===== config.mk =====
export PLATFORM = sky130hd
export DESIGN_NAME = axi_rd_master
export DESIGN_NICKNAME = d
export VERILOG_FILES = /design/src/rtl/axi_pkg.sv /design/src/rtl/axi_wdog.sv /design/src/rtl/axi_rd_master.sv
export SDC_FILE = /design/constraint.sdc
export NUM_CORES = 1
export LEC_CHECK = 0
export ABC_CLOCK_PERIOD_IN_PS = 6800
export CAP_MARGIN = 20
export CORE_MARGIN = 8
export CORE_UTILIZATION = 40
export CTS_BUF_LIST = sky130_fd_sc_hd__clkbuf_4 sky130_fd_sc_hd__clkbuf_8
export CTS_CLUSTER_SIZE = 25
export DETAILED_ROUTE_END_ITERATION = 8
export GPL_TIMING_DRIVEN = 0
export PLACE_DENSITY = 0.8
export SETUP_SLACK_MARGIN = 0.1
export SLEW_MARGIN = 30
export SYNTH_ARGS = -nofsm -noshare
export SYNTH_HDL_FRONTEND = slang
export SYNTH_SLANG_ARGS = --single-unit

===== constraint.sdc =====
create_clock -name aclk -period 6.8 [get_ports aclk]
set_clock_uncertainty 0.1 [all_clocks]
set_input_delay 1.36 -clock aclk [delete_from_list [all_inputs] [get_ports aclk]]
set_output_delay 1.36 -clock aclk [all_outputs]
set_load 0.02 [all_outputs]

===== src/rtl/axi_pkg.sv =====
// Shared AXI constants and the read-master state encoding.
package axi_pkg;

    localparam logic [1:0] BURST_FIXED = 2'b00;
    localparam logic [1:0] BURST_INCR  = 2'b01;
    localparam logic [1:0] BURST_WRAP  = 2'b10;

    localparam logic [1:0] RESP_OKAY   = 2'b00;
    localparam logic [1:0] RESP_EXOKAY = 2'b01;
    localparam logic [1:0] RESP_SLVERR = 2'b10;
    localparam logic [1:0] RESP_DECERR = 2'b11;

    localparam logic [1:0] ERR_NONE    = 2'd0;
    localparam logic [1:0] ERR_REJECT  = 2'd1;
    localparam logic [1:0] ERR_PROTO   = 2'd2;
    localparam logic [1:0] ERR_TIMEOUT = 2'd3;

    typedef enum logic [2:0] {IDLE, ADDR, DATA, DRAIN, REPORT} rd_state_t;

    // Response codes are ordered by severity, so the worst is the numeric max.
    function automatic logic [1:0] resp_max(input logic [1:0] a, input logic [1:0] b);
        return (a > b) ? a : b;
    endfunction

endpackage


===== src/rtl/axi_wdog.sv =====
// Stall watchdog: counts cycles while run is high, restarts on clr, flags the limit.
module axi_wdog #(
    parameter int TIMEOUT_CYCLES = 256
) (
    input  logic aclk,
    input  logic arstn,
    input  logic run,
    input  logic clr,
    output logic expired
);
    localparam int CW = $clog2(TIMEOUT_CYCLES) + 1;

    logic [CW-1:0] cnt;

    always_ff @(posedge aclk) begin
        if (!arstn || !run || clr) begin
            cnt <= '0;
        end else begin
            cnt <= cnt + 1'b1;
        end
    end

    // Fires on the cycle that would be the TIMEOUT_CYCLES-th without progress.
    assign expired = run && !clr && (cnt == CW'(TIMEOUT_CYCLES - 1));

endmodule


===== src/rtl/axi_rd_master.sv =====
// AXI3 single-burst INCR read initiator with per-burst completion report.
// Optional stall watchdog enabled by defining AXI_RD_TIMEOUT_EN.
module axi_rd_master
    import axi_pkg::*;
#(
    parameter int DATA_WIDTH     = 32,
    parameter int ADDRESS_WIDTH  = 32,
    parameter int TIMEOUT_CYCLES = 256
) (
    input  logic                     aclk,
    input  logic                     arstn,
    input  logic                     cmd_valid,
    output logic                     cmd_ready,
    input  logic [ADDRESS_WIDTH-1:0] cmd_addr,
    input  logic [3:0]               cmd_len,
    input  logic [2:0]               cmd_size,
    input  logic [3:0]               cmd_id,
    output logic                     arvalid,
    input  logic                     arready,
    output logic [3:0]               arid,
    output logic [ADDRESS_WIDTH-1:0] araddr,
    output logic [3:0]               arlen,
    output logic [2:0]               arsize,
    output logic [1:0]               arburst,
    input  logic                     rvalid,
    output logic                     rready,
    input  logic [3:0]               rid,
    input  logic [DATA_WIDTH-1:0]    rdata,
    input  logic [1:0]               rresp,
    input  logic                     rlast,
    output logic                     out_valid,
    input  logic                     out_ready,
    output logic [DATA_WIDTH-1:0]    out_data,
    output logic                     out_last,
    output logic                     done,
    output logic [1:0]               done_resp,
    output logic [1:0]               done_err
);
    if (TIMEOUT_CYCLES < 1) begin : g_bad_timeout
        $error("TIMEOUT_CYCLES must be at least 1");
    end

    rd_state_t state, state_n;

    logic [ADDRESS_WIDTH-1:0] lat_addr;
    logic [3:0]               lat_len;
    logic [2:0]               lat_size;
    logic [3:0]               lat_id;

    logic [3:0] count, count_n;
    logic [1:0] resp_acc, resp_n;
    logic       proto, proto_n;
    logic       reject, reject_n;
    logic       tmo, tmo_n;
    logic       take;
    logic       expired;

    // Command legality: size, alignment, and 4 KB page crossing of the last byte.
    logic        bad_cmd;
    logic        misalign;
    logic [12:0] burst_bytes;
    logic [12:0] end_off;

    always_comb begin
        burst_bytes = 13'({1'b0, cmd_len} + 5'd1) << cmd_size;
        end_off     = {1'b0, cmd_addr[11:0]} + burst_bytes - 13'd1;
        case (cmd_size)
            3'd1:    misalign = cmd_addr[0];
            3'd2:    misalign = |cmd_addr[1:0];
            default: misalign = 1'b0;
        endcase
        bad_cmd = (cmd_size > 3'd2) || misalign || end_off[12];
    end

    logic ar_hs, r_hs;
    assign ar_hs = (state == ADDR) && arready;
    assign r_hs  = ((state == DATA) && rvalid && out_ready) || ((state == DRAIN) && rvalid);

`ifdef AXI_RD_TIMEOUT_EN
    axi_wdog #(
        .TIMEOUT_CYCLES(TIMEOUT_CYCLES)
    ) u_wdog (
        .aclk   (aclk),
        .arstn  (arstn),
        .run    ((state == ADDR) || (state == DATA)),
        .clr    (ar_hs || r_hs),
        .expired(expired)
    );
`else
    assign expired = 1'b0;
`endif

    always_comb begin
        state_n   = state;
        count_n   = count;
        resp_n    = resp_acc;
        proto_n   = proto;
        reject_n  = reject;
        tmo_n     = tmo;
        take      = 1'b0;
        cmd_ready = 1'b0;
        arvalid   = 1'b0;
        araddr    = '0;
        arlen     = '0;
        arsize    = '0;
        arid      = '0;
        arburst   = '0;
        rready    = 1'b0;
        out_valid = 1'b0;
        out_data  = '0;
        out_last  = 1'b0;
        done      = 1'b0;
        done_resp = '0;
        done_err  = '0;

        case (state)
            IDLE: begin
                cmd_ready = arstn;
                if (cmd_valid && arstn) begin
                    take     = 1'b1;
                    count_n  = '0;
                    resp_n   = RESP_OKAY;
                    proto_n  = 1'b0;
                    tmo_n    = 1'b0;
                    reject_n = bad_cmd;
                    state_n  = bad_cmd ? REPORT : ADDR;
                end
            end
            ADDR: begin
                arvalid = 1'b1;
                araddr  = lat_addr;
                arlen   = lat_len;
                arsize  = lat_size;
                arid    = lat_id;
                arburst = BURST_INCR;
                if (arready) begin
                    count_n = '0;
                    state_n = DATA;
                end else if (expired) begin
                    tmo_n   = 1'b1;
                    state_n = REPORT;
                end
            end
            DATA: begin
                out_valid = rvalid;
                rready    = out_ready;
                out_data  = rdata;
                out_last  = (count == lat_len) || (rvalid && rlast);
                if (r_hs) begin
                    count_n = count + 4'd1;
                    resp_n  = resp_max(resp_acc, rresp);
                    if (rid != lat_id) proto_n = 1'b1;
                    if (count == lat_len) begin
                        if (!rlast) proto_n = 1'b1;
                        state_n = rlast ? REPORT : DRAIN;
                    end else if (rlast) begin
                        proto_n = 1'b1;
                        state_n = REPORT;
                    end
                end else if (expired) begin
                    tmo_n   = 1'b1;
                    state_n = REPORT;
                end
            end
            DRAIN: begin
                rready = 1'b1;
                if (rvalid && rlast) state_n = REPORT;
            end
            REPORT: begin
                done      = 1'b1;
                done_resp = resp_acc;
                if (tmo)         done_err = ERR_TIMEOUT;
                else if (reject) done_err = ERR_REJECT;
                else if (proto)  done_err = ERR_PROTO;
                else             done_err = ERR_NONE;
                state_n = IDLE;
            end
            default: state_n = IDLE;
        endcase
    end

    always_ff @(posedge aclk) begin
        if (!arstn) begin
            state    <= IDLE;
            count    <= '0;
            resp_acc <= '0;
            proto    <= 1'b0;
            reject   <= 1'b0;
            tmo      <= 1'b0;
        end else begin
            state    <= state_n;
            count    <= count_n;
            resp_acc <= resp_n;
            proto    <= proto_n;
            reject   <= reject_n;
            tmo      <= tmo_n;
        end
    end

    // Command fields are pure data; the state register decides when they matter.
    always_ff @(posedge aclk) begin
        if (take) begin
            lat_addr <= cmd_addr;
            lat_len  <= cmd_len;
            lat_size <= cmd_size;
            lat_id   <= cmd_id;
        end
    end

endmodule

# After elaboration in Yosys (flattened, before gate mapping)
# Index checks and enable logic that the tools add are counted.
# W data, S select, Z words.
[word_totals]
rom_bits = 0
n_memories = 0
inputBits = 88
ff_bits = 54
output_inout_bits = 87
ram_bits = 0
latch_bits = 0
[classes]
n_bitwise = 0
mul = 0
n_lt_le_gt_ge = 2
n_eq_ne = 14
n_reduce_logical = 18
n_div = 0
muxes = 43
add_sub_neg = 4
shifts = 1
[ops]
columns = ["cell", "count"]
rows = [
  ["$mux W32", 2],
  ["$mux W3", 9],
  ["$mux W4", 5],
  ["$mux W1", 14],
  ["$mux W2", 7],
  ["$add A12 B13 Y13", 1],
  ["$shl A5 B3 Y13", 1],
  ["$sub A13 B1 Y13 const B", 1],
  ["$pmux W3 S4", 1],
  ["$pmux W4 S3", 1],
  ["$eq A3 B2 Y1 const B", 3],
  ["$ne A2 B2 Y1 const B", 4],
  ["$reduce_and A4 Y1", 2],
  ["$eq A3 B1 Y1 const B", 2],
  ["$pmux W1 S2", 3],
  ["$add A4 B1 Y5 const B", 1],
  ["$logic_and A1 B1 Y1", 5],
  ["$reduce_and A5 Y1", 1],
  ["$add A4 B1 Y4 const B", 1],
  ["$eq A4 B4 Y1", 1],
  ["$logic_or A1 B1 Y1", 4],
  ["$ne A4 B4 Y1", 1],
  ["$pmux W2 S2", 1],
  ["$eq A3 B3 Y1 const B", 1],
  ["10 further kinds", 10],
]

# Depth between registers and ports, before layout
# Gate-level depths: netlist (run 1).
[depth]
depth_word = 8
depth_mapped = 16
depth_no_buf = 16

# Worst setup path after synthesis (run 1)
# Ideal clock, no wire load.
[synth_timing]
path_type = "in2reg"
from = "in cmd_len[0]"
to = "reg state[2]"
path_buffers = 0
setup_slack_ns = 2.673
cell_stages = 13
arrival_time_ns = 3.911
path_cell_list = "ha_1 > o21ai_0 > mux2i_1 > a22oi_1 > ha_1 > inv_1 > ha_1 > a211oi_1 > o21a_1 > o31ai_1 > or4b_1 > a21oi_1 > and3b_1"
[synth_between]
elab_chain_cells = 8
[synth_rtl]
columns = ["element", "line", "text"]
rows = [
  ["start: declaration", "axi_rd_master.sv:15", "input logic [3:0] cmd_len,"],
  ["$add A4 B1 Y5", "axi_rd_master.sv:65", "burst_bytes = 13'({1'b0, cmd_len} + 5'd1) << cmd_size;"],
  ["$shl A5 B3 Y13", "axi_rd_master.sv:65", ""],
  ["$add A12 B13 Y13", "axi_rd_master.sv:66", "end_off = {1'b0, cmd_addr[11:0]} + burst_bytes - 13'd1;"],
  ["$sub A13 B1 Y13", "axi_rd_master.sv:66", ""],
  ["$logic_or A1 B1 Y1", "axi_rd_master.sv:72", "bad_cmd = (cmd_size > 3'd2) || misalign || end_off[12];"],
  ["$mux W3", "axi_rd_master.sv:126", "state_n = bad_cmd ? REPORT : ADDR;"],
  ["$mux W3", "axi_rd_master.sv:119", "if (cmd_valid && arstn) begin"],
  ["$pmux W3 S4", "axi_rd_master.sv:116", "case (state)"],
  ["end signal: assignment", "axi_rd_master.sv:191", "state <= state_n;"],
  ["end: declaration", "axi_rd_master.sv:43", "rd_state_t state, state_n;"],
]
# Every way passes these cells. The select of a mux whose other input is x is not followed.
# A chain may end at the register's enable or synchronous reset.

# Worst setup path after layout (run 1)
# Ends and elaborated chain as after synthesis.

==> results of run 1 <==
## metrics by stage
step	total power [mW]	std cells	cell area [um2]
6_report	1.169	645	5409
5_1_grt	1.232	645	5409
4_1_cts	1.174	645	5409
2_1_floorplan	0.7503	356	3438
3_3_place_gp	0.9798	637	5305
3_5_place_dp	1.000	638	5325
## synthesized netlist by cell type, drive strengths merged (3+ instances only)
cell | count | share of area
a21oi | 17 | 0.029
xnor2 | 7 | 0.018
and3b | 4 | 0.010
ha | 25 | 0.091
nor3 | 8 | 0.013
or3 | 4 | 0.0073
and2 | 39 | 0.071
nand2 | 12 | 0.013
inv | 39 | 0.043
dfxtp | 11 | 0.064
nor2 | 17 | 0.019
edfxtp | 43 | 0.38
nand2b | 5 | 0.0091
a22oi | 4 | 0.0087
buf | 5 | 0.0087
xor2 | 3 | 0.0076
clkbuf | 16 | 0.021
nand3 | 12 | 0.017
and3 | 44 | 0.080
mux2i | 4 | 0.012
o21ai | 10 | 0.015
## layout by cell type (no fill, tap or decap), drive strengths merged, types with 8 or more instances in the layout
master         Yosys  routed
dfxtp             11      11
clkdlybuf4s50      0     173
inv               39      39
ha                25      25
nand2             12      12
and3              44      44
nor3               8       8
a21oi             17      17
and2              39      39
clkbuf            16      21
edfxtp            43      43
nand3             12      12
nor2              17      17
o21ai             10      10
## sequential cells by signal, summed over array words and instances (netlist names)
| name | cells |
|---|---|
| lat_addr | 32 |
| count | 4 |
| lat_id | 4 |
| lat_len | 4 |
| lat_size | 3 |
| state | 3 |
| resp_acc | 2 |
| proto | 1 |
| reject | 1 |
## path summary, 6_finish.rpt
| kind | start | to | slack (ns) | cells past startpoint |
|---|---|---|---|---|
| worst max-delay path | cmd_len[0] | state[2]$_SDFFE_PN0P_ | 1.99 | 15 |
| worst min-delay path | reject$_SDFFE_PN0P_ | reject$_SDFFE_PN0P_ | 0.40 | 2 |
| worst max register to register | state[1]$_SDFFE_PN0P_ | lat_addr[1]$_DFFE_PP_ | 4.77 | 5 |
| worst min register to register | reject$_SDFFE_PN0P_ | reject$_SDFFE_PN0P_ | 0.40 | 2 |
## report_power, final
part | switching [mW] | internal [mW] | leakage [nW]
clock | 0.105 | 0.0706 | 0.0362
combinational | 0.312 | 0.253 | 1.71
sequential | 0.0216 | 0.406 | 0.488
## cell type report
class	count	area [um2]	area share
buffer	21	101.3	0.01874
clock buffer	5	68.82	0.01272
clock inverter	2	15.01	0.002776
inverter	39	146.4	0.02706
multi-input combinational	242	1679	0.3104
sequential	54	1511	0.2794
tap	108	135.1	0.02498
timing repair buffer	174	1752	0.3238
## logic make-up after synthesis
| family | synth area share |
|---|---|
| buf+inv | 0.07205 |
| flops | 0.4396 |
| fa+ha+maj | 0.09098 |
| xor+xnor | 0.02547 |
| mux | 0.01165 |
| compound gates | 0.1012 |
| simple gates | 0.2580 |
| other cells | 0.001091 |
## worst max-delay path: stages
cell and delay (ns):
clkdlybuf4s50_1 0.61, ha_1 0.25, xor2_1 0.22, mux2i_1 0.13, o21ai_0 0.28, nand2b_1 0.13
ha_1 0.29, inv_1 0.04, ha_1 0.29, and3b_1 0.18, o21ai_1 0.16, a21oi_2 0.11
or4b_1 0.54, a21oi_1 0.15, and3b_1 0.17
## routing by layer
layer	wire, um	part of all wire	global-route usage
met4	172	0.016	0.04985
met5	0	0	0
met3	517	0.047	0.02600
met2	6279	0.57	0.3566
met1	3979	0.36	0.1893
==> summary.md, run 1 <==
| Metric | Value |
|---|---|
| Hold slack | `0.3954 ns` |
| Mapped Area | `3438 um2` |
| WP data arrival | `4.92 ns` |
| Worst setup SP type | `input pin` |
| Post-synth cell types | `51` |
| Via density | `5.059` |
| Post-CTS sizing | `0` |
| Post-Route WL | `10950 um` |
| Peak supply drop | `0.08864 mV` |
| Sequential area share after synthesis | `0.4396` |
| Crit. End Element | `register` |
| Port bufs | `approximately 170` |
| Syn_nets | `469` |
| Largest net degree at the start of global routing | `32` |
| Leakage Power | `2.236 nW` |
| Core area | `8508 um2` |
| Tcrit/Tclk final | `0.7075` |
| Die Span X | `108.7 um` |
| DRT iter0 DRCs | `140` |
| TritonCTS clock tree | `done` |
| Standard-cell rows | `34` |
| CP Max Fanout | `7` |
| Max Freq | `roughly 0.21 GHz` |
| DIE HEIGHT | `108.7 um` |
| Slack of the critical path | `1.989 ns` |
| Post-layout minimum cycle time | `slightly below 5 ns` |
| # IOs | `175` |
| # fillers | `716` |
| Max-slew violations | `0` |
| Hold WC Path Type | `reg2reg` |
| Setup-failing EPs final | `0` |
| Cell count after synthesis | `356` |
| Least-Margin Pin Slew | `0.5899 ns` |
| PwrDens | `approximately 220 nW/um2` |
| Syn. warnings | `0` |
| DR pass1 iterations | `4` |
| Total grt overflow | `0` |
| DR vias | `3263` |
| Status | `finished, final reports clean` |
| Initial core utilization | `0.4041` |
| Fin Setup TNS | `0 ns` |
| Layout area overhead | `57.31%` |
| Clock Sinks | `54` |
| Most used flip-flop cell after synthesis | `edfxtp_1` |
| Register bit total from synthesis | `54` |
| Avg Cell Area, Syn | `9.658 um2` |
| Clk_lat worst skew | `0.30 ns` |
| Initial antenna violation count | `0` |
| Number of synthesized flops with an enable pin | `43` |
| Number of routed nets with antenna violations | `0` |
| Hold Fails Final Rpt | `0` |
| CTS Hold Bufs | `0` |
| Max transition margin | `0.6034` |
| WP data required | `6.91 ns` |
| First-pass GRT wire length | `16690 um` |
| Final GP Congestion | `0.8561` |
| GRT Util Overall | `0.1793` |
| WL per Instance | `16.97 um` |
| Max-cap violations | `0` |
| H-tree levels | `2` |
| Crit path kind | `in2reg` |
| Longest Clk Path Bufs | `2` |
| Residual DRC | `0` |
| RSZ-0062 raised after global routing | `false` |
| Final Util | `0.6357` |
| Dpl ws | `1.714 ns` |
| Inserted Diodes | `0` |
| Fraction of layout cells with a size suffix above 1 | `0.03911` |
| Async set-reset flop share out of synthesis | `0` |
| Worst-path clk slew | `0.10 ns` |
| CTS root buffer | `clkbuf_8` |
| Post-CTS Repair Setup Buffers | `0` |
| Fin nets | `650` |
| DP HPWL | `9153 um` |
| Die ar. | `11820 um2` |
| CTS Buf Count | `5` |
| Vias in the first global route | `~3.2k` |
Power figures use the tool's default switching activity.
==> run 2, diff against run 1 <==
--- a/config.mk
+++ b/config.mk
@@ -5,10 +5,10 @@
 export SDC_FILE = /design/constraint.sdc
 export NUM_CORES = 1
 export LEC_CHECK = 0
-export ABC_CLOCK_PERIOD_IN_PS = 6800
+export ABC_CLOCK_PERIOD_IN_PS = 4100
 export CAP_MARGIN = 20
 export CORE_MARGIN = 8
-export CORE_UTILIZATION = 40
+export CORE_UTILIZATION = 38
 export CTS_BUF_LIST = sky130_fd_sc_hd__clkbuf_4 sky130_fd_sc_hd__clkbuf_8
 export CTS_CLUSTER_SIZE = 25
 export DETAILED_ROUTE_END_ITERATION = 8
==> constraint.sdc (replaced) <==
create_clock -name aclk -period 4.1 [get_ports aclk]
set_clock_uncertainty 0.1 [all_clocks]
set_input_delay 0.82 -clock aclk [delete_from_list [all_inputs] [get_ports aclk]]
set_output_delay 0.82 -clock aclk [all_outputs]
set_load 0.02 [all_outputs]
==> run 2 against run 1 <==
Cell count increased by 0.16%. Utilization is 1.3 points lower. Count of clock-buffer cells in the layout stayed put. Sequential power grew 66%. Non-clock buffer count stayed put. Largest cell class unchanged. Via count shrank 0.67%. Critical path type unchanged. Global-route usage decreased by 0.91 points. Combinational power is 67% higher. Sequential cell count did not move. Clock power increased by 70%.
==> summary.md, run 2 (same netlist as run 1, synthesis figures left out) <==
| Metric | Value |
|---|---|
| Status | `finished, final reports clean` |
| DP HPWL | `9047 um` |
| Clock Sinks | `54` |
| Switching pwr | `0.7384 mW` |
| Inserted Diodes | `0` |
| DRT iter0 DRCs | `~180` |
| Hold slack | `0.3871 ns` |
| Worst-path clk slew | `roughly 0.10 ns` |
| Max reg flops | `32` |
| Longest Clk Path Bufs | `2` |
| H-tree levels | `2` |
| Residual DRC | `0` |
| Combinational cell fraction of total power | `0.485` |
| Max Freq | `approximately 0.26 GHz` |
| Fin nets | `650` |
| Tcrit/Tclk final | `0.9355` |
| CP max stage cell | `or4b_1` |
| Hold Fails Final Rpt | `0` |
| RSZ-0062 raised after global routing | `false` |
| Max transition margin | `0.6455` |
| Reg power frac | `0.363` |
| DR vias | `about 3.2k` |
| Peak supply drop | `about 0.16 mV` |
| TritonCTS clock tree | `done` |
| # fillers | `717` |
| Total grt overflow | `0` |
| Clk_lat worst skew | `0.30 ns` |
| Least-Margin Pin Slew | `roughly 0.53 ns` |
| WP data required | `4.21 ns` |
| Post-CTS Repair Setup Buffers | `0` |
| Largest net degree at the start of global routing | `33` |
| Design Power | `approximately 2 mW` |
| Initial antenna violation count | `0` |
| GRT Util Overall | `0.1702` |
| Final GP Congestion | `0.8221` |
| Max-slew violations | `0` |
| CTS Buf Count | `5` |
| Initial core utilization | `0.3923` |
| Fin Setup TNS | `0 ns` |
| Core area | `8763 um2` |
| Fraction of layout cells with a size suffix above 1 | `0.05576` |
| Clock power frac | `0.153` |
| Die Span X | `111.1 um` |
| Commonest non-fill, non-tap cell in the layout | `clkdlybuf4s50_1` |
| Crit. End Element | `register` |
| First-pass GRT wire length | `17270 um` |
| Worst Path Buf+Inv | `2` |
| Int Pwr | `1.219 mW` |
| Most frequent cells in the layout | `clkdlybuf4s50_1 (167), and3_1 (44), edfxtp_1 (43)` |
| Port bufs | `173` |
| Number of routed nets with antenna violations | `0` |
| Crit path largest cell delay | `0.51 ns` |
| Leakage Power | `between 2 and 2.5 nW` |
| # IOs | `between 150 and 200` |
| Worst-path cell chain | `clkdlybuf4s15_1 > nand3_1 > xor2_1 > nor2_1 > a21oi_2 > mux2i_1 > a22oi_1 > ha_1 > inv_1 > ha_1 > a211oi_2 > o21a_1 > o31ai_1 > or4b_1 > a21oi_1 > and3b_1` |
| Hold WC Path Type | `reg2reg` |
| Cell mode on critical path | `ha_1` |
| Setup-failing EPs final | `0` |
| DIE HEIGHT | `111.1 um` |
| Post-Route WL | `around 11000 um` |
| WL per Instance | `17.08 um` |
| CP Max Fanout | `4` |
| Via density | `5.017` |
| DR pass1 iterations | `4` |
| Crit path kind | `in2reg` |
| Worst setup SP type | `input pin` |
| CTS Hold Bufs | `0` |
| CTS root buffer | `clkbuf_8` |
| Standard-cell rows | `34` |
| Crit path max-delay family | `simple AND/OR/NAND/NOR gates` |
| Largest Register | `lat_addr` |
| Post-layout minimum cycle time | `3.835 ns` |
| Vias in the first global route | `between 3k and 4k` |
| Switching share of power | `0.3773` |
| Die ar. | `12350 um2` |
| Max-cap violations | `0` |
| PwrDens | `358.7 nW/um2` |
| Layout area overhead | `58.70%` |
| WP data arrival | `3.95 ns` |
[run 2: worst register-to-register path: cells and delay by family (launching register included)]
family        cells  cell delay, ns
buf+inv           3            0.76
flops             1            0.36
simple gates      2            0.52
[run 2: power by group through the flow]
stage	Clock [mW]	Combinational [mW]	Sequential (mW)
2_1_floorplan	0	0.531	0.713
3_3_place_gp	0	0.904	0.722
3_5_place_dp	0	0.942	0.722
4_1_cts	0.307	0.951	0.709
5_1_grt	0.326	1.03	0.718
6_report	0.299	0.948	0.710
[run 2: final timing paths]
kind	from	to	slack (ns)	cells past startpoint
setup / recovery	cmd_len[1]	state[2]$_SDFFE_PN0P_	0.26	16
hold / removal	reject$_SDFFE_PN0P_	reject$_SDFFE_PN0P_	0.39	2
setup reg to reg	state[1]$_SDFFE_PN0P_	lat_size[1]$_DFFE_PP_	2.05	5
hold reg to reg	reject$_SDFFE_PN0P_	reject$_SDFFE_PN0P_	0.39	2
[run 2: through the flow]
stage,instance area (um2),utilization,std cells,setup WS (ns)
floorplan,3438,-,356,0.5132
global placement,5305,0.6054,637,-0.3569
detailed placement,5325,0.6077,638,-0.5030
CTS,5439,0.6206,646,0.1227
global route,5456,0.6226,646,0.1079
finish,5456,0.6226,646,0.2646
[run 2: per-layer routing]
layer / global-route usage / wire length [um] / vias up
met4: 0.05511 / 236 / 0
met3: 0.04167 / 613 / 25
met1: 0.1924 / 4446 / 1497
met5: 0 / 0 / -
li1: - / - / 1611
met2: 0.3052 / 5739 / 108
[run 2: timing repair]
item / CTS / global route
setup endpoints to repair: 3 / 3
resized for setup: 13 / 13
pin swaps: 0 / 1
gates cloned: 0 / 0
[run 2: area by class of cell]
type / count / area, um2 / share of cell area
timing repair buffer: 174 / 1747 / 0.3201
multi-input combinational: 242 / 1709 / 0.3132
sequential: 54 / 1511 / 0.2770
inverter: 39 / 146.4 / 0.02683
tap: 108 / 135.1 / 0.02477
buffer: 21 / 117.6 / 0.02155
clock buffer: 5 / 68.82 / 0.01261
clock inverter: 3 / 21.27 / 0.003898
==> run 3, diff against run 2 <==
--- a/config.mk
+++ b/config.mk
@@ -10,12 +10,12 @@
 export CORE_MARGIN = 8
 export CORE_UTILIZATION = 38
 export CTS_BUF_LIST = sky130_fd_sc_hd__clkbuf_4 sky130_fd_sc_hd__clkbuf_8
-export CTS_CLUSTER_SIZE = 25
+export CTS_CLUSTER_SIZE = 16
 export DETAILED_ROUTE_END_ITERATION = 8
 export GPL_TIMING_DRIVEN = 0
 export PLACE_DENSITY = 0.8
 export SETUP_SLACK_MARGIN = 0.1
-export SLEW_MARGIN = 30
+export SLEW_MARGIN = 15
 export SYNTH_ARGS = -nofsm -noshare
 export SYNTH_HDL_FRONTEND = slang
 export SYNTH_SLANG_ARGS = --single-unit
==> results of run 3 <==
No change in the layout: final DEF, timing and power equal those of run 2.
